### src/rtl/pc_fetch_unit_pkg.sv
// Shared CPU definitions: fetch FSM state encodings and fetch-unit defaults.
package cpu_defs;

  typedef enum logic [1:0] {
    S_FETCH = 2'd0,
    S_EXEC  = 2'd1,
    S_ERR   = 2'd2
  } state_e;

  localparam logic [31:0] RESET_PC_DEFAULT = 32'd1;
  localparam int          TIMEOUT_DEFAULT  = 16;

endpackage

### src/rtl/pc_fetch_unit_fetch_timer.sv
// Fetch watchdog: counts enabled cycles and flags the cycle whose count would
// reach TIMEOUT. Clear has priority over enable.
module fetch_timer #(
  parameter int TIMEOUT = 16
) (
  input  logic clk_i,
  input  logic reset_i,
  input  logic clear_i,
  input  logic enable_i,
  output logic expire_o
);

  localparam int             W    = $clog2(TIMEOUT + 1);
  localparam logic [W-1:0]   LAST = W'(TIMEOUT - 1);

  logic [W-1:0] cnt_q, cnt_d;

  always_comb begin
    cnt_d = cnt_q;
    if (clear_i) begin
      cnt_d = '0;
    end else if (enable_i) begin
      cnt_d = cnt_q + 1'b1;
    end
  end

  always_ff @(posedge clk_i) begin
    if (reset_i) begin
      cnt_q <= '0;
    end else begin
      cnt_q <= cnt_d;
    end
  end

  // Expiry is the edge on which the count would become TIMEOUT.
  assign expire_o = enable_i && !clear_i && (cnt_q == LAST);

endmodule

### src/rtl/pc_fetch_unit.sv
// Fetch stage: owns the PC, fetches over an imem req/ack handshake, presents
// the instruction until downstream retires it, and flags fetch timeouts.
module pc_fetch_unit
  import cpu_defs::*;
#(
  parameter logic [31:0] RESET_PC = RESET_PC_DEFAULT,
  parameter int          TIMEOUT  = TIMEOUT_DEFAULT
) (
  input  logic        Clk,
  input  logic        Reset,
  input  logic [31:0] NPC,
  input  logic        Hold,
  input  logic        IAck,
  input  logic [31:0] IData,
  output logic        IReq,
  output logic [31:0] IAddr,
  output logic [31:0] PC,
  output logic [31:0] Instr,
  output logic        InstrValid,
  output logic        FetchErr,
  output logic [31:0] RetireCnt
);

  state_e      state_q, state_d;
  logic [31:0] pc_q, pc_d;
  logic [31:0] instr_q, instr_d;
  logic        valid_q, valid_d;
  logic        err_q, err_d;
  logic [31:0] retireCnt_q, retireCnt_d;

  logic inFetch;
  logic ackTaken;
  logic retire;
  logic timerExpire;

  assign inFetch  = (state_q == S_FETCH);
  assign ackTaken = inFetch && IAck;
  assign retire   = (state_q == S_EXEC) && !Hold;

  fetch_timer #(
    .TIMEOUT (TIMEOUT)
  ) u_fetch_timer (
    .clk_i    (Clk),
    .reset_i  (Reset),
    .clear_i  (!inFetch),
    .enable_i (inFetch && !IAck),
    .expire_o (timerExpire)
  );

  always_ff @(posedge Clk) begin
    if (Reset) begin
      state_q <= S_FETCH;
    end else begin
      state_q <= state_d;
    end
  end

  // An ack arriving on the expiry edge wins over the timeout.
  always_comb begin
    state_d = state_q;
    case (state_q)
      S_FETCH: begin
        if (IAck) begin
          state_d = S_EXEC;
        end else if (timerExpire) begin
          state_d = S_ERR;
        end
      end
      S_EXEC: begin
        if (!Hold) begin
          state_d = S_FETCH;
        end
      end
      S_ERR:   state_d = S_ERR;
      default: state_d = S_FETCH;
    endcase
  end

  always_comb begin
    IReq = inFetch;
  end

  always_comb begin
    pc_d        = pc_q;
    instr_d     = instr_q;
    valid_d     = valid_q;
    err_d       = err_q;
    retireCnt_d = retireCnt_q;
    if (ackTaken) begin
      instr_d = IData;
      valid_d = 1'b1;
    end
    if (timerExpire) begin
      err_d = 1'b1;
    end
    if (retire) begin
      pc_d        = NPC;
      retireCnt_d = retireCnt_q + 32'd1;
      valid_d     = 1'b0;
    end
    if (state_q == S_ERR) begin
      valid_d = 1'b0;
    end
  end

  always_ff @(posedge Clk) begin
    if (Reset) begin
      pc_q        <= RESET_PC;
      instr_q     <= '0;
      valid_q     <= 1'b0;
      err_q       <= 1'b0;
      retireCnt_q <= '0;
    end else begin
      pc_q        <= pc_d;
      instr_q     <= instr_d;
      valid_q     <= valid_d;
      err_q       <= err_d;
      retireCnt_q <= retireCnt_d;
    end
  end

  assign IAddr      = pc_q;
  assign PC         = pc_q;
  assign Instr      = instr_q;
  assign InstrValid = valid_q;
  assign FetchErr   = err_q;
  assign RetireCnt  = retireCnt_q;

endmodule

### config.mk
export PLATFORM = sky130hd
export DESIGN_NAME = pc_fetch_unit
export DESIGN_NICKNAME = d
export VERILOG_FILES = /design/src/rtl/pc_fetch_unit_pkg.sv /design/src/rtl/pc_fetch_unit_fetch_timer.sv /design/src/rtl/pc_fetch_unit.sv
export SDC_FILE = /design/constraint.sdc
export NUM_CORES = 1
export LEC_CHECK = 0
export ABC_CLOCK_PERIOD_IN_PS = 4600
export CAP_MARGIN = 10
export CORE_ASPECT_RATIO = 2
export CORE_MARGIN = 10
export CORE_UTILIZATION = 45
export CTS_CLUSTER_SIZE = 30
export DETAILED_ROUTE_END_ITERATION = 16
export MAX_ROUTING_LAYER = met4
export PLACE_DENSITY = 0.9
export REMOVE_ABC_BUFFERS = 1
export SYNTH_ARGS = -nofsm -noshare
export SYNTH_HDL_FRONTEND = slang
export SYNTH_HIERARCHICAL = 1
export SYNTH_SLANG_ARGS = --single-unit
### constraint.sdc
create_clock -name Clk -period 4.6 [get_ports Clk]
set_input_delay 0.46 -clock Clk [delete_from_list [all_inputs] [get_ports Clk]]
set_output_delay 0.46 -clock Clk [all_outputs]
set_load 0.02 [all_outputs]
Word level (Yosys, flattened, before mapping) --
Index checks and enable logic that the tools add are counted.
Cells by class: equality and inequality tests 5, bitwise operators 1, mux-type cells 4, reduce and logical (&&, ||, !) cells 11, add/sub/neg operators 2
Operators by type and width (count):
- adder 32 x 1 -> 32 bit, second input constant | 1
- 2-to-1 mux 2 bit | 3
- one-hot mux 2 bit (3 select lines) | 1
- adder 5 x 1 -> 5 bit, second input constant | 1
- == test 5 x 4 -> 1 bit, second input constant | 1
- logical AND 1 bit | 5
- != test 3 x 2 -> 1 bit, second input constant | 1
- OR reduction 3 bit | 1
- == test 2 x 1 -> 1 bit, second input constant | 1
- == test 2 bit, second input constant | 1
- zero test 1 bit | 2
- zero test 2 bit | 1
- != test 2 bit, second input constant | 1
- AND reduction 2 bit | 1
- OR reduction 2 bit | 1
- NOT 1 bit | 1
Word-level totals: register bits 105

Depth between registers and ports, before layout --
Gate-level depths: netlist of the first run.
depth in word-level cells 7, depth in mapped cells 8

By module --
The synthesis of the first run kept the hierarchy.
Modules (own cells, without submodules):
- pc_fetch_unit | sequential area each 2001.9 um^2, times used 1, area each 4112.7 um^2, cells each 510
- fetch_timer | sequential area each 100.1 um^2, times used 1, area each 275.3 um^2, cells each 25

Worst setup path after synthesis of the first run --
No wires, ideal clock.
path kind register -> register, start register retireCnt_q[0] (netlist: RetireCnt[0]), end register retireCnt_q[20] (netlist: RetireCnt[20]), required time 4.530 ns, buffers on the path 1, clock period less this slack 2.157 ns, setup slack 2.443 ns, arrival 2.086 ns, setup time 0.070 ns, stages on the path, launching flop included 7, path through dfxtp_1 > ha_1 > nand2_1 > or4_1 > buf_2 > or4_1 > a21oi_1
On the way: longest elaborated chain between the ends 1
Ends and longest elaborated chain:
- start: declaration | line pc_fetch_unit.sv:29 | logic [31:0] retireCnt_q, retireCnt_d;
- start signal: assignment | line pc_fetch_unit.sv:118 | retireCnt_q <= retireCnt_d;
- adder 32 x 1 -> 32 bit | line pc_fetch_unit.sv:98 | retireCnt_d = retireCnt_q + 32'd1;
Every way passes these cells. A chain may end at the register's enable or synchronous reset.

Worst setup path in the final report of the first run --
start input port Hold, end register retireCnt_q[24] (netlist: RetireCnt[24])
On the way: longest elaborated chain between the ends 2
Ends and longest elaborated chain:
- start: declaration | line pc_fetch_unit.sv:12 | input logic Hold,
- zero test 1 bit
- logical AND 1 bit | line pc_fetch_unit.sv:38 | assign retire = (state_q == S_EXEC) && !Hold;
Every way passes these cells.

==> metrics.yaml, run 1 <==
p_per_area_nw_per_um2: 311
htreeDepth: 3
yosys_most_used_dff: "dfxtp_1"
period_share_pct: 56.6
cts_hold_buf: 0
ys_seq_area_share_pct: 47.9
timing.fmax_mhz: 384
tns_ns: 0
grt_pass1_vias: 4333
cts.clk_slew.worst_paths_ns: 0.07
setup.worst_path.end_class: "register"
hpwl_um: 10300
rrSetupSlack_ns: 2.20
crit_end: "RetireCnt[24]"
combPwrFrac_pct: 13.6
slowest_stage: "or4_1"
dp_slack_ns: 1.66
ioPinCount: 199
worst_path_largest_cell_delay_ns: 0.82
maxCapViolations: 0
clock_skew_ns: 0.00623
clkLatencyLatePin_ns: 0.34
period_needed_ns: 2.61
die_h_um: 160
seq_power_share_pct: 47.8
crit_type: "in -> reg"
hold_viol: 0
synth_seq_cells: 105
cp-start-kind: "input port"
critPathLaunch: "Hold"
grt_use_total_pct: 18.6
ys_top_cells_by_area: "dfxtp_1 48%, nand2_1 12%, a21oi_1 9.5%"
synth_cells: 535
critPathArrivalTime_ns: 2.87
clock_power_share_pct: 38.6
r2r_start: "state_q[0]"
yosys-top-cells-count: "143 x nand2_1, 105 x dfxtp_1, 83 x a21oi_1"
rows: 51
drive_gt1_share_pct: 4.22
yosysMostFrequentCell: "nand2_1"
die_w_um: 89.8
yosysWarnings: 6
reg2regPathDepth: 4
worstPathRequired_ns: 4.86
crit_path_max_fanout: 17
grt_max_degree: 107
cts_tree: "built"
viasPerCell: 5.11
synthesis.area_um2: 4390
nNetsFinal: 754
synth-edff-count: 0
dieArea_um2: 14300
relSlewSlack_pct: 27.8
rsz0062_at_grt: "false"
initial_utilization_pct: 45.5
p_switching_uw: 498
total_power_uw: 2010
cts_max_path_buffers: 2
hold_path_class: "reg -> reg"
cts_buffers: 9
setup_violations: 0
slew_viol_final: 0
first_iter_violations: 215
worst_pin_slew_ns: 1.08
vias: 4183
path_cells: "clkdlybuf4s50_1, nand4bb_4, or4_1, or4_1, a21oi_1"
cts_sinks: 105
internal_power_uw: 1520
cts_root_buf: "clkbuf_16"
area_growth_syn_to_layout_pct: 47.4
cts_setup_buffers: 0
ir_worst_vdd_v: 0.000245
gp_congestion: 0.824
yosysTopAreaCell: "dfxtp_1"
setup_slack_ns: 1.99
min_path_cells: 2
drt_first_pass_iters: 4
crit_top_cell: "or4_1"
rr_endpoint: "RetireCnt[24]"
core_um2: 9640
antenna_left: 0
route.detailed.drc: 0
outcome: "finished, final reports clean"
utilization_pct: 67.1
portBuffers: 198
p_leak_uw: 0.00221
async_flop_share_pct: 0
synth_cell_type_count: 37
grt.overflow.total: 0
cts_resized: 0
antenna_cells: 0
power.share.switching_pct: 24.7
routed_wirelength_um: 13500
grt_pass1_wl_um: 21500
synth_area_per_cell_um2: 8.20
antenna_found_initial: 0
timing.hold.ws_ns: 0.455
routedWlPerCell_um: 16.5
synth_top_area_share_pct: 47.9
-- layout make-up --
| class | instances | area (um2) |
|---|---|---|
| clock buffer | 10 | 239 |
| timing repair buffer | 200 | 1990 |
| multi-input combinational | 362 | 1890 |
| sequential | 105 | 2100 |
| inverter | 5 | 18.8 |
| fill | 758 | 3170 |
| tap | 132 | 165 |
| clock inverter | 5 | 62.6 |
-- sequential cells by signal (all words and copies together), names as in the netlist --
name,cells
u_fetch_timer/cnt_q,5
RetireCnt,32
IAddr,32
FetchErr,1
Instr,32
InstrValid,1
state_q,2
-- stage by stage --
step,cell area (um2),instances
2_1_floorplan,4000,472
3_3_place_gp,6170,804
3_5_place_dp,6170,804
4_1_cts,6470,819
6_report,6470,819
5_1_grt,6470,819
-- how the worst min path moves through the flow --
stage / to / from
final: Instr[13] / Instr[13]
after global routing: Instr[5] / Instr[5]
after CTS: Instr[1] / Instr[1]
after detailed placement: Instr[1] / Instr[1]
after global placement: Instr[17] / Instr[17]
after floorplan: u_fetch_timer/cnt_q[4] / u_fetch_timer/cnt_q[4]
-- per-layer routing --
| layer | part of all wire (%) | vias up | global-route usage [%] |
|---|---|---|---|
| met5 | 0 | - | - |
| met2 | 55 | 152 | 34.2 |
| met4 | 2.8 | 0 | 7.77 |
| met1 | 37 | 1941 | 17.8 |
| li1 | - | 2067 | - |
| met3 | 5.6 | 23 | 4.51 |
-- critical path, delay by kind of cell --
family / cells / cell delay (ns)
simple gates: 3 / 1.77
compound gates: 1 / 0.15
buf+inv: 1 / 0.48
-- kinds of logic after synthesis --
family          count (synthesis)  synth area share (%)
simple gates                  239                  25.6
xor+xnor                       13                  2.59
fa+ha+maj                       3                 0.856
compound gates                102                  12.4
flops                         105                  47.9
buf+inv                        68                  9.30
mux                             5                  1.34
-- cell usage in the layout (no fill, tap or decap), types with 3 or more instances in the layout --
cell type        count
buf_4                3
o21ai_0              8
nor2b_1              4
a21oi_1             83
or4_1               13
nand4_1             11
ha_1                 3
xor2_1               4
clkdlybuf4s50_1    197
clkbuf_16            9
or3_1                8
o31ai_1              9
dfxtp_1            105
nor3_1              10
nor2_1              23
and3_1               4
mux2_2               3
inv_1                5
xnor2_1              9
nor4_1               3
nand2_1            143
nand3_1              9
-- power by group through the flow --
| stage | combinational (uW) | clock (uW) | sequential [uW] |
|---|---|---|---|
| 2_1_floorplan | 59.7 | 0 | 1030 |
| 3_3_place_gp | 270 | 0 | 980 |
| 4_1_cts | 278 | 788 | 962 |
| 5_1_grt | 295 | 822 | 965 |
| 3_5_place_dp | 276 | 0 | 983 |
| 6_report | 275 | 777 | 962 |
No activity file was read; power rests on OpenSTA's default activity.
==> run 2: changes to the inputs <==
- ABC_CLOCK_PERIOD_IN_PS: 4600 -> 2300
- CORE_UTILIZATION: 45 -> 38
- PLACE_DENSITY: 0.9 -> 0.81
- clock period: 4.6 -> 2.3 ns (I/O delays scaled with it)
==> metrics.yaml, run 2 (synthesis gave the netlist of run 1 again) <==
grt_use_total_pct: 17.7
hpwl_um: 11900
cts_sinks: 105
cts_hold_buf: 0
period_share_pct: 91.0
area_growth_syn_to_layout_pct: 51.8
vias: 4315
dp_slack_ns: -0.140
setup_violations: 0
stdcell_count: 850
dp_cells: 834
cts_max_path_buffers: 2
final_cell_area_um2: 6660
slowest_stage: "or4_4"
layout_common_cells: "197 x clkdlybuf4s50_1, 143 x nand2_1, 105 x dfxtp_1, 83 x a21oi_1, 23 x nor2_1"
routedWlPerCell_um: 17.6
rr_endpoint: "RetireCnt[23]"
worst_path_largest_cell_delay_ns: 0.60
initial_utilization_pct: 38.9
cts_buffers: 9
rsz0062_at_grt: "false"
total_power_uw: 4070
first_iter_violations: 184
ioPinCount: 199
rrSetupSlack_ns: 0.25
r2r_start: "RetireCnt[2]"
core_um2: 11300
antenna_left: 0
die_w_um: 96.0
timing.fmax_mhz: 478
setup_slack_ns: 0.207
die_h_um: 172
ir_worst_vdd_v: 0.000531
cts_tree: "built"
route.detailed.drc: 0
portBuffers: 198
layout_commonest_cell: "clkdlybuf4s50_1"
rows: 55
tns_ns: 0
drive_gt1_share_pct: 7.20
hold_viol: 0
hold_path.startpoint: "Reset"
setup.worst_path.end_class: "register"
clkLatencyLatePin_ns: 0.35
p_leak_uw: 0.00232
crit_path_max_fanout: 11
drt_first_pass_iters: 4
slew_viol_final: 0
grt_pass1_wl_um: 22300
cp-start-kind: "input port"
clock_skew_ns: 0.00644
grt_pass1_vias: 4295
grt.overflow.total: 0
antenna_cells: 0
worstPathRequired_ns: 2.57
gp_congestion: 0.863
min_path_cells: 2
relSlewSlack_pct: 51.5
dieArea_um2: 16500
maxCapViolations: 0
place_area_um2: 6340
holdPathEnd: "RetireCnt[9]"
hold_path_class: "in -> reg"
path_cells: "clkdlybuf4s50_1, nand4bb_4, buf_4, or4_4, or4_1, a21oi_1"
period_needed_ns: 2.09
grt_max_degree: 51
viasPerCell: 5.08
cts_root_buf: "clkbuf_16"
outcome: "finished, final reports clean"
critPathLaunch: "Hold"
nNetsFinal: 774
cts.clk_slew.worst_paths_ns: 0.07
crit_type: "in -> reg"
routed_wirelength_um: 15000
reg2regPathDepth: 5
p_per_area_nw_per_um2: 612
antenna_found_initial: 0
critPathArrivalTime_ns: 2.36
htreeDepth: 3
worst_pin_slew_ns: 0.728
-- run 2: cell types whose count changed in the layout (fill, tap and decap cells not counted), sizes merged --
cell,before,now
buf,3,23
clkinv,0,1
-- run 2: cell type report --
type,count,area [um2]
inverters,5,18.8
flip-flops and latches,105,2100
clock buffers,10,239
repair buffers,220,2160
multi-input cells,362,1890
clock inverters,6,73.8
fillers,970,4630
well taps,142,178
-- run 2: report_power, final --
group	leakage, uW	internal [uW]	switching [uW]
logic	0.00132	287	283
clock network	0.000147	887	696
registers	0.000854	1880	41.9
-- run 2: worst max-delay path by stage --
stage                                to  depth (start not counted)  slack (ns)
after global placement    RetireCnt[23]                          6       -0.09
after CTS                 RetireCnt[20]                          4        0.17
final                     RetireCnt[23]                          6        0.21
after floorplan            RetireCnt[3]                          4       -0.81
after detailed placement  RetireCnt[20]                          5       -0.14
after global routing      RetireCnt[23]                          4        0.11
-- run 2: through the flow --
stage | utilization [%] | hold slack, ns
6_report | 59.0 | 0.320
5_1_grt | 59.0 | 0.356
4_1_cts | 59.0 | 0.322
3_5_place_dp | 56.2 | 0.448
3_3_place_gp | 56.2 | 0.443
2_1_floorplan | - | 0.299
-- run 2: timing repair --
item,4_1_cts,5_1_grt
buffers inserted,0,0
endpoints found under the hold margin,0,0
endpoints found under the setup margin,0,1
gates resized for setup,0,1
-- run 2: metal layers --
metal	GRT usage, %	part of all wire [%]	vias to the layer above	wire length (um)
met5	-	0	-	0
met1	17.5	36	2029	5370
li1	-	-	2113	-
met3	2.95	4.5	36	674
met2	31.5	56	137	8320
met4	9.86	4.0	0	602
-- run 2: critical path, delay by kind of cell --
family	cells	cell delay [ns]
simple gates	3	1.36
compound gates	1	0.17
buf+inv	2	0.60
